## config.mk

```make
export PLATFORM = sky130hd
export DESIGN_NAME = ycbcr_skin_centroid
export DESIGN_NICKNAME = d
export VERILOG_FILES = /design/src/rtl/ycbcr_skin_centroid.sv
export SDC_FILE = /design/constraint.sdc
export NUM_CORES = 1
export LEC_CHECK = 0
export BUFFER_PORTS_ARGS = -buffer_cell sky130_fd_sc_hd__buf_4
export CELL_PAD_IN_SITES_DETAIL_PLACEMENT = 1
export CELL_PAD_IN_SITES_GLOBAL_PLACEMENT = 1
export CORE_ASPECT_RATIO = 2
export CORE_MARGIN = 3
export CORE_UTILIZATION = 52
export DETAILED_ROUTE_END_ITERATION = 7
export PLACE_DENSITY_LB_ADDON = 0.1
export SLEW_MARGIN = 20
export SYNTH_ARGS = -nofsm -noshare
export SYNTH_HDL_FRONTEND = slang
export SYNTH_SLANG_ARGS = --single-unit
```

## constraint.sdc

```tcl
create_clock -name clk -period 6.5 [get_ports clk]
set_clock_uncertainty 0.2 [all_clocks]
set_input_delay 0.65 -clock clk [delete_from_list [all_inputs] [get_ports clk]]
set_output_delay 0.65 -clock clk [all_outputs]
set_load 0.05 [all_outputs]
```

## src/rtl/ycbcr_skin_centroid.sv

```systemverilog
// Skin-colour mask on Cb/Cr with per-frame moment accumulation and a
// sequential restoring divider that publishes the mask centroid at frame end.
module ycbcr_skin_centroid #(
  parameter logic [7:0] CB_MIN = 8'd77,
  parameter logic [7:0] CB_MAX = 8'd127,
  parameter logic [7:0] CR_MIN = 8'd133,
  parameter logic [7:0] CR_MAX = 8'd173
) (
  input  logic        clk,
  input  logic        rst,
  input  logic        de_in,
  input  logic        h_sync_in,
  input  logic        v_sync_in,
  input  logic [23:0] pixel_YCbCr,
  output logic        de_out,
  output logic        h_sync_out,
  output logic        v_sync_out,
  output logic [23:0] pixel_mask,
  output logic [10:0] centroid_x,
  output logic [10:0] centroid_y,
  output logic        centroid_valid,
  output logic        object_found,
  output logic        overrun
);

  typedef enum logic [1:0] {IDLE, DIV, DONE} state_t;

  logic [7:0]  cb;
  logic [7:0]  cr;
  logic        mask;
  logic        frame_end;
  logic        de_fall;

  logic [10:0] x_reg;
  logic [10:0] y_reg;
  logic [21:0] m00_reg;
  logic [33:0] m10_reg;
  logic [33:0] m01_reg;

  state_t      state_reg;
  logic [5:0]  iter_reg;
  logic [21:0] den_reg;
  // Lane 0 divides sum(x), lane 1 divides sum(y); the dividend register
  // shifts out from the top while quotient bits shift in at the bottom.
  logic [33:0] num_reg  [2];
  logic [21:0] rem_reg  [2];
  logic [33:0] num_next [2];
  logic [21:0] rem_next [2];

  assign cb   = pixel_YCbCr[15:8];
  assign cr   = pixel_YCbCr[7:0];
  assign mask = de_in && (cb >= CB_MIN) && (cb <= CB_MAX)
                      && (cr >= CR_MIN) && (cr <= CR_MAX);

  // The registered pass-through copies double as the previous-cycle values.
  assign frame_end = v_sync_in && !v_sync_out;
  assign de_fall   = !de_in && de_out;

  always_ff @(posedge clk) begin
    if (rst) begin
      de_out     <= 1'b0;
      h_sync_out <= 1'b0;
      v_sync_out <= 1'b0;
      pixel_mask <= 24'h000000;
    end else begin
      de_out     <= de_in;
      h_sync_out <= h_sync_in;
      v_sync_out <= v_sync_in;
      pixel_mask <= {24{mask}};
    end
  end

  always_ff @(posedge clk) begin
    if (rst) begin
      x_reg   <= '0;
      y_reg   <= '0;
      m00_reg <= '0;
      m10_reg <= '0;
      m01_reg <= '0;
    end else if (frame_end) begin
      // A mask pixel coinciding with the frame end opens the next frame.
      x_reg   <= '0;
      y_reg   <= '0;
      m00_reg <= {21'b0, mask};
      m10_reg <= mask ? {23'b0, x_reg} : '0;
      m01_reg <= mask ? {23'b0, y_reg} : '0;
    end else begin
      if (de_in) begin
        x_reg <= x_reg + 11'd1;
      end else if (de_fall) begin
        x_reg <= '0;
        y_reg <= y_reg + 11'd1;
      end
      if (mask) begin
        m00_reg <= m00_reg + 22'd1;
        m10_reg <= m10_reg + {23'b0, x_reg};
        m01_reg <= m01_reg + {23'b0, y_reg};
      end
    end
  end

  genvar gi;
  generate
    for (gi = 0; gi < 2; gi++) begin : g_lane
      logic [22:0] shifted;
      logic        fits;
      assign shifted      = {rem_reg[gi], num_reg[gi][33]};
      assign fits         = shifted >= {1'b0, den_reg};
      assign rem_next[gi] = 22'(fits ? (shifted - {1'b0, den_reg}) : shifted);
      assign num_next[gi] = {num_reg[gi][32:0], fits};
    end
  endgenerate

  always_ff @(posedge clk) begin
    if (rst) begin
      state_reg      <= IDLE;
      iter_reg       <= '0;
      den_reg        <= '0;
      num_reg[0]     <= '0;
      num_reg[1]     <= '0;
      rem_reg[0]     <= '0;
      rem_reg[1]     <= '0;
      centroid_x     <= '0;
      centroid_y     <= '0;
      centroid_valid <= 1'b0;
      object_found   <= 1'b0;
      overrun        <= 1'b0;
    end else begin
      centroid_valid <= 1'b0;
      overrun        <= frame_end && (state_reg != IDLE);
      case (state_reg)
        IDLE: begin
          if (frame_end) begin
            den_reg    <= m00_reg;
            num_reg[0] <= m10_reg;
            num_reg[1] <= m01_reg;
            rem_reg[0] <= '0;
            rem_reg[1] <= '0;
            iter_reg   <= '0;
            state_reg  <= (m00_reg != '0) ? DIV : DONE;
          end
        end
        DIV: begin
          for (int i = 0; i < 2; i++) begin
            num_reg[i] <= num_next[i];
            rem_reg[i] <= rem_next[i];
          end
          iter_reg <= iter_reg + 6'd1;
          if (iter_reg == 6'd33) state_reg <= DONE;
        end
        DONE: begin
          centroid_valid <= 1'b1;
          if (den_reg != '0) begin
            centroid_x   <= num_reg[0][10:0];
            centroid_y   <= num_reg[1][10:0];
            object_found <= 1'b1;
          end else begin
            object_found <= 1'b0;
          end
          state_reg <= IDLE;
        end
        default: state_reg <= IDLE;
      endcase
    end
  end

endmodule

```

Word level (Yosys, flattened, before mapping)
Memories as Yosys holds them, arrays and structs flattened.
Cells that the tools add are included.
{"block": "word_totals", "register_bits": 171, "output_inout_bits": 52, "memories": 2, "ram_bits": 112, "elab_cells": 107, "input_bits": 29}
{"block": "classes", "mux": 37, "n_eq_ne": 5, "n_reduce_logical": 22, "order_cmp": 6, "n_bitwise": 9, "addsub": 8}
{"memory": "num_reg", "words": 2, "word_bits": 34, "rd": 2, "rd_ports_with_merged_regs": 0, "wr": 2, "line_no": "45", "rtl": "logic [33:0] num_reg [2];"}
{"memory": "rem_reg", "words": 2, "word_bits": 22, "rd": 2, "rd_ports_with_merged_regs": 0, "wr": 2, "line_no": "46", "rtl": "logic [21:0] rem_reg [2];"}
{"cell": "$mux W34", "n": 8}
{"cell": "$mux W22", "n": 6}
{"cell": "$add A34 B11 Y34", "n": 2}
{"cell": "$ge A23 B22 Y1", "n": 2}
{"cell": "$mux W11", "n": 4}
{"cell": "$reduce_bool A22 Y1", "n": 2}
{"cell": "$sub A22 B22 Y22", "n": 2}
{"cell": "$add A11 B1 Y11 const B", "n": 2}
{"cell": "$add A22 B1 Y22 const B", "n": 1}
{"cell": "$mux W1", "n": 13}
{"cell": "$pmux W6 S2", "n": 1}
{"cell": "$reduce_and A2 Y1", "n": 5}
{"cell": "$ge A8 B7 Y1 const B", "n": 1}
{"cell": "$ge A8 B8 Y1 const B", "n": 1}
{"cell": "$le A8 B7 Y1 const B", "n": 1}
{"cell": "$le A8 B8 Y1 const B", "n": 1}
{"cell": "$or A1 B1 Y1", "n": 8}
{"cell": "$reduce_bool A2 Y1", "n": 4}
{"cell": "$logic_and A1 B1 Y1", "n": 7}
{"cell": "$add A6 B1 Y6 const B", "n": 1}
{"cell": "$eq A6 B6 Y1 const B", "n": 1}
{"cell": "$mux W2", "n": 3}
{"cell": "$mux W6", "n": 1}
{"cell": "$ne A2 B2 Y1 const B", "n": 2}
{"cell": "7 further kinds", "n": 8}

Logic depth before layout (Yosys ltp)
{"block": "depth", "ltp_word": 8, "depth_mapped": 12, "depth_no_buf": 11}

Worst setup path before layout
OpenSTA, ideal clock, no wires.
{"block": "synth_timing", "kind": "input to register", "start": "input port rst", "end": "register iter_reg[1]", "slack_ps": 2115, "arrival_ps": 3896, "n_path_buf": 1, "stages": 3, "cell_sequence": "clkbuf_1 nand2b_1 o22ai_1"}
{"item": "from (decl)", "line_no": "10", "rtl": "input logic rst,"}
{"item": "to (signal assigned)", "line_no": "148", "rtl": "iter_reg <= iter_reg + 6'd1;"}
{"item": "to (decl)", "line_no": "41", "rtl": "logic [5:0] iter_reg;"}

==> results.yml <==
grt:
  grt_pass1_wl_mm: 69.61
  gr-total-overflow: 0
  antenna_found_initial: 0
  grt_use_total: 0.2733
  grt_pass1_vias: 13549
  grt_max_degree: 92
pwr:
  vdd.ir_drop.worst_mv: 0.2138
  p_per_area_nw_per_um2: 237.0
  p_leak_uw: 0.006605
  fin_total_pwr_uw: 3996
clocking:
  cts.path.max_buffers: 3
  numCtsBuffers: 28
  holdBufCountCts: 0
  clock-sinks: 283
  cts.reportedPaths.clkPinSlew_ns: 0.07
  cts_tree: "built"
  htree_levels: 1
  clk_latency_ns: 0.57
  cts_setup_buffers: 0
  cts-root-buf: "clkbuf_16"
  cts_resized: 0
placed_design:
  io_buffer_count: 72
  gp_congestion: 0.8856
  dp_hpwl_mm: 29.48
  dp.cells: 1944
  pre_cts_ws_ns: 2.587
worst_setup_path:
  endpoint_kind: "register"
  cpPeakStageDelay_ns: 0.82
  path_cells: "inv_1 -> ha_1 -> a21o_1 -> a21o_1 -> a221oi_2 -> o21ai_1 -> a2111oi_2 -> and2_1 -> o21ai_1 -> a221oi_1"
  path_buf_inv: 1
  critical_path.top_delay_family: "compound AO/OA/AOI/OAI gates"
  crit_arrival_ns: 4.11
  start_kind: "register"
  worstPathRequired_ns: 6.68
  worstSetupPathType: "reg -> reg"
  r2r_slack_ns: 2.57
  crit_fanout: 24
  slowest_stage: "and2_1"
logic_synthesis:
  async_flop_share: 0
  syn-cell-area_um2: 15180
  synth_fp_nets: 1707
  synth_area_leaders: "dfxtp_1 23%, edfxtp_1 22%, ha_1 5.9%"
  synth.top_cell.area_share: 0.2255
  synth_edf_count: 112
  ys_warn_count: 0
  ys_seq_area_frac: 0.4470
  ys_seq_elements: 283
  synth_ff_type: "dfxtp_1"
  synth_cell_type_count: 73
  synthCells: 1602
  syn_avg_cell_area_um2: 9.477
  yosysTopAreaCell: "dfxtp_1"
detailed_routing:
  vias: 12290
  ant_nets: 0
  routed_wl_mm: 42.79
  wl_per_cell_um: 21.43
  route.detailed.drc: 0
  firstDrtPassIters: 6
  first_iter_violations: 617
  viasPerCell: 6.154
job:
  max_cap_viol_count: 0
sta:
  finalCritPeriodShare: 0.6050
  hold_viol_final: 0
  worst_pin_slew_ns: 1.127
  slew_headroom: 0.2468
  finalMaxSlewViolations: 0
  layout_min_cycle_time_ns: 3.933
  layout_setup_ws_ns: 2.567
  rsz0062_at_grt: "no"
  tns_ns: 0
  fmax_ghz: 0.2543
  setup_viol: 0
  timing.hold.ws_ns: 0.1062
finish:
  drive_above_1_share: 0.1036
  final_cell_mix: "171 x nor2_1, 171 x dfxtp_1, 120 x nand2_1"
  finalNetCount: 1724
  n_antenna_cell: 0
  area_delta_synth_final_pct: 11.06
  largest_register_ffs: 68
  stdcell_count: 1997
floorplanning:
  ios: 81
  dieArea_um2: 31410
  core_um2: 28520
  initial_core_util: 0.5323
  die_h_um: 247.6
  num_rows: 87
  dieWidth_um: 126.8
outcome:
  outcome: "finished clean"
hold_path:
  hp-class: "in -> reg"
cells in the mapped netlist, types with 17 or more instances:
| master | count |
|---|---|
| mux2i_1 | 25 |
| o31ai_1 | 18 |
| o21ai_0 | 51 |
| nand2_1 | 120 |
| nand4_1 | 17 |
| buf_4 | 27 |
| dfxtp_1 | 171 |
| clkbuf_1 | 62 |
| a21oi_1 | 112 |
| inv_1 | 54 |
| edfxtp_1 | 112 |
| and3_1 | 34 |
| xor2_1 | 65 |
| nor2_1 | 173 |
| nand3_1 | 79 |
| nor3_1 | 22 |
| a21o_1 | 24 |
| ha_1 | 72 |
| xnor2_1 | 49 |
| a22o_1 | 87 |
stage by stage:
| step | instance area [um2] | utilization |
|---|---|---|
| 3_5_place_dp | 15850 | 0.5556 |
| 6_report | 16860 | 0.5912 |
| 2_1_floorplan | 15180 | - |
| 4_1_cts | 16830 | 0.5900 |
| 3_3_place_gp | 15850 | 0.5556 |
| 5_1_grt | 16860 | 0.5912 |
layout make-up:
type,instances,area [um2]
clock inverters,10,82.58
well taps,356,445.4
repair buffers,85,658.1
clock buffers,42,898.4
flip-flops and latches,283,6787
fillers,3227,11660
multi-input cells,1167,7787
inverters,54,202.7
path summary, 6_finish.rpt:
| check | start | endpoint | cells past startpoint |
|---|---|---|---|
| setup / recovery | den_reg[16] | rem_reg[0][21] | 10 |
| hold / removal | h_sync_in | h_sync_out | 2 |
| setup reg to reg | den_reg[16] | rem_reg[0][21] | 10 |
| hold reg to reg | object_found | object_found | 2 |
kinds of logic after synthesis:
logic type,Yosys count,share of synthesized area
compound gates,411,0.1914
xor+xnor,114,0.06577
fa+ha+maj,76,0.06461
buf+inv,152,0.04467
flops,283,0.4470
mux,27,0.01797
simple gates,539,0.1686
report_power, final:
part / total [uW] / switching (uW) / internal [uW]
sequential: 1910 / 27.1 / 1890
clock: 1730 / 728 / 998
combinational: 356 / 233 / 123
per-layer routing:
layer	part of all wire	vias to the layer above	global-route usage
li1	-	5841	-
met1	0.36	6157	0.2688
met2	0.57	184	0.5524
met3	0.023	108	0.02477
met4	0.048	0	0.1374
met5	0	-	0
Note: power is estimated with default switching activity, not from simulation.
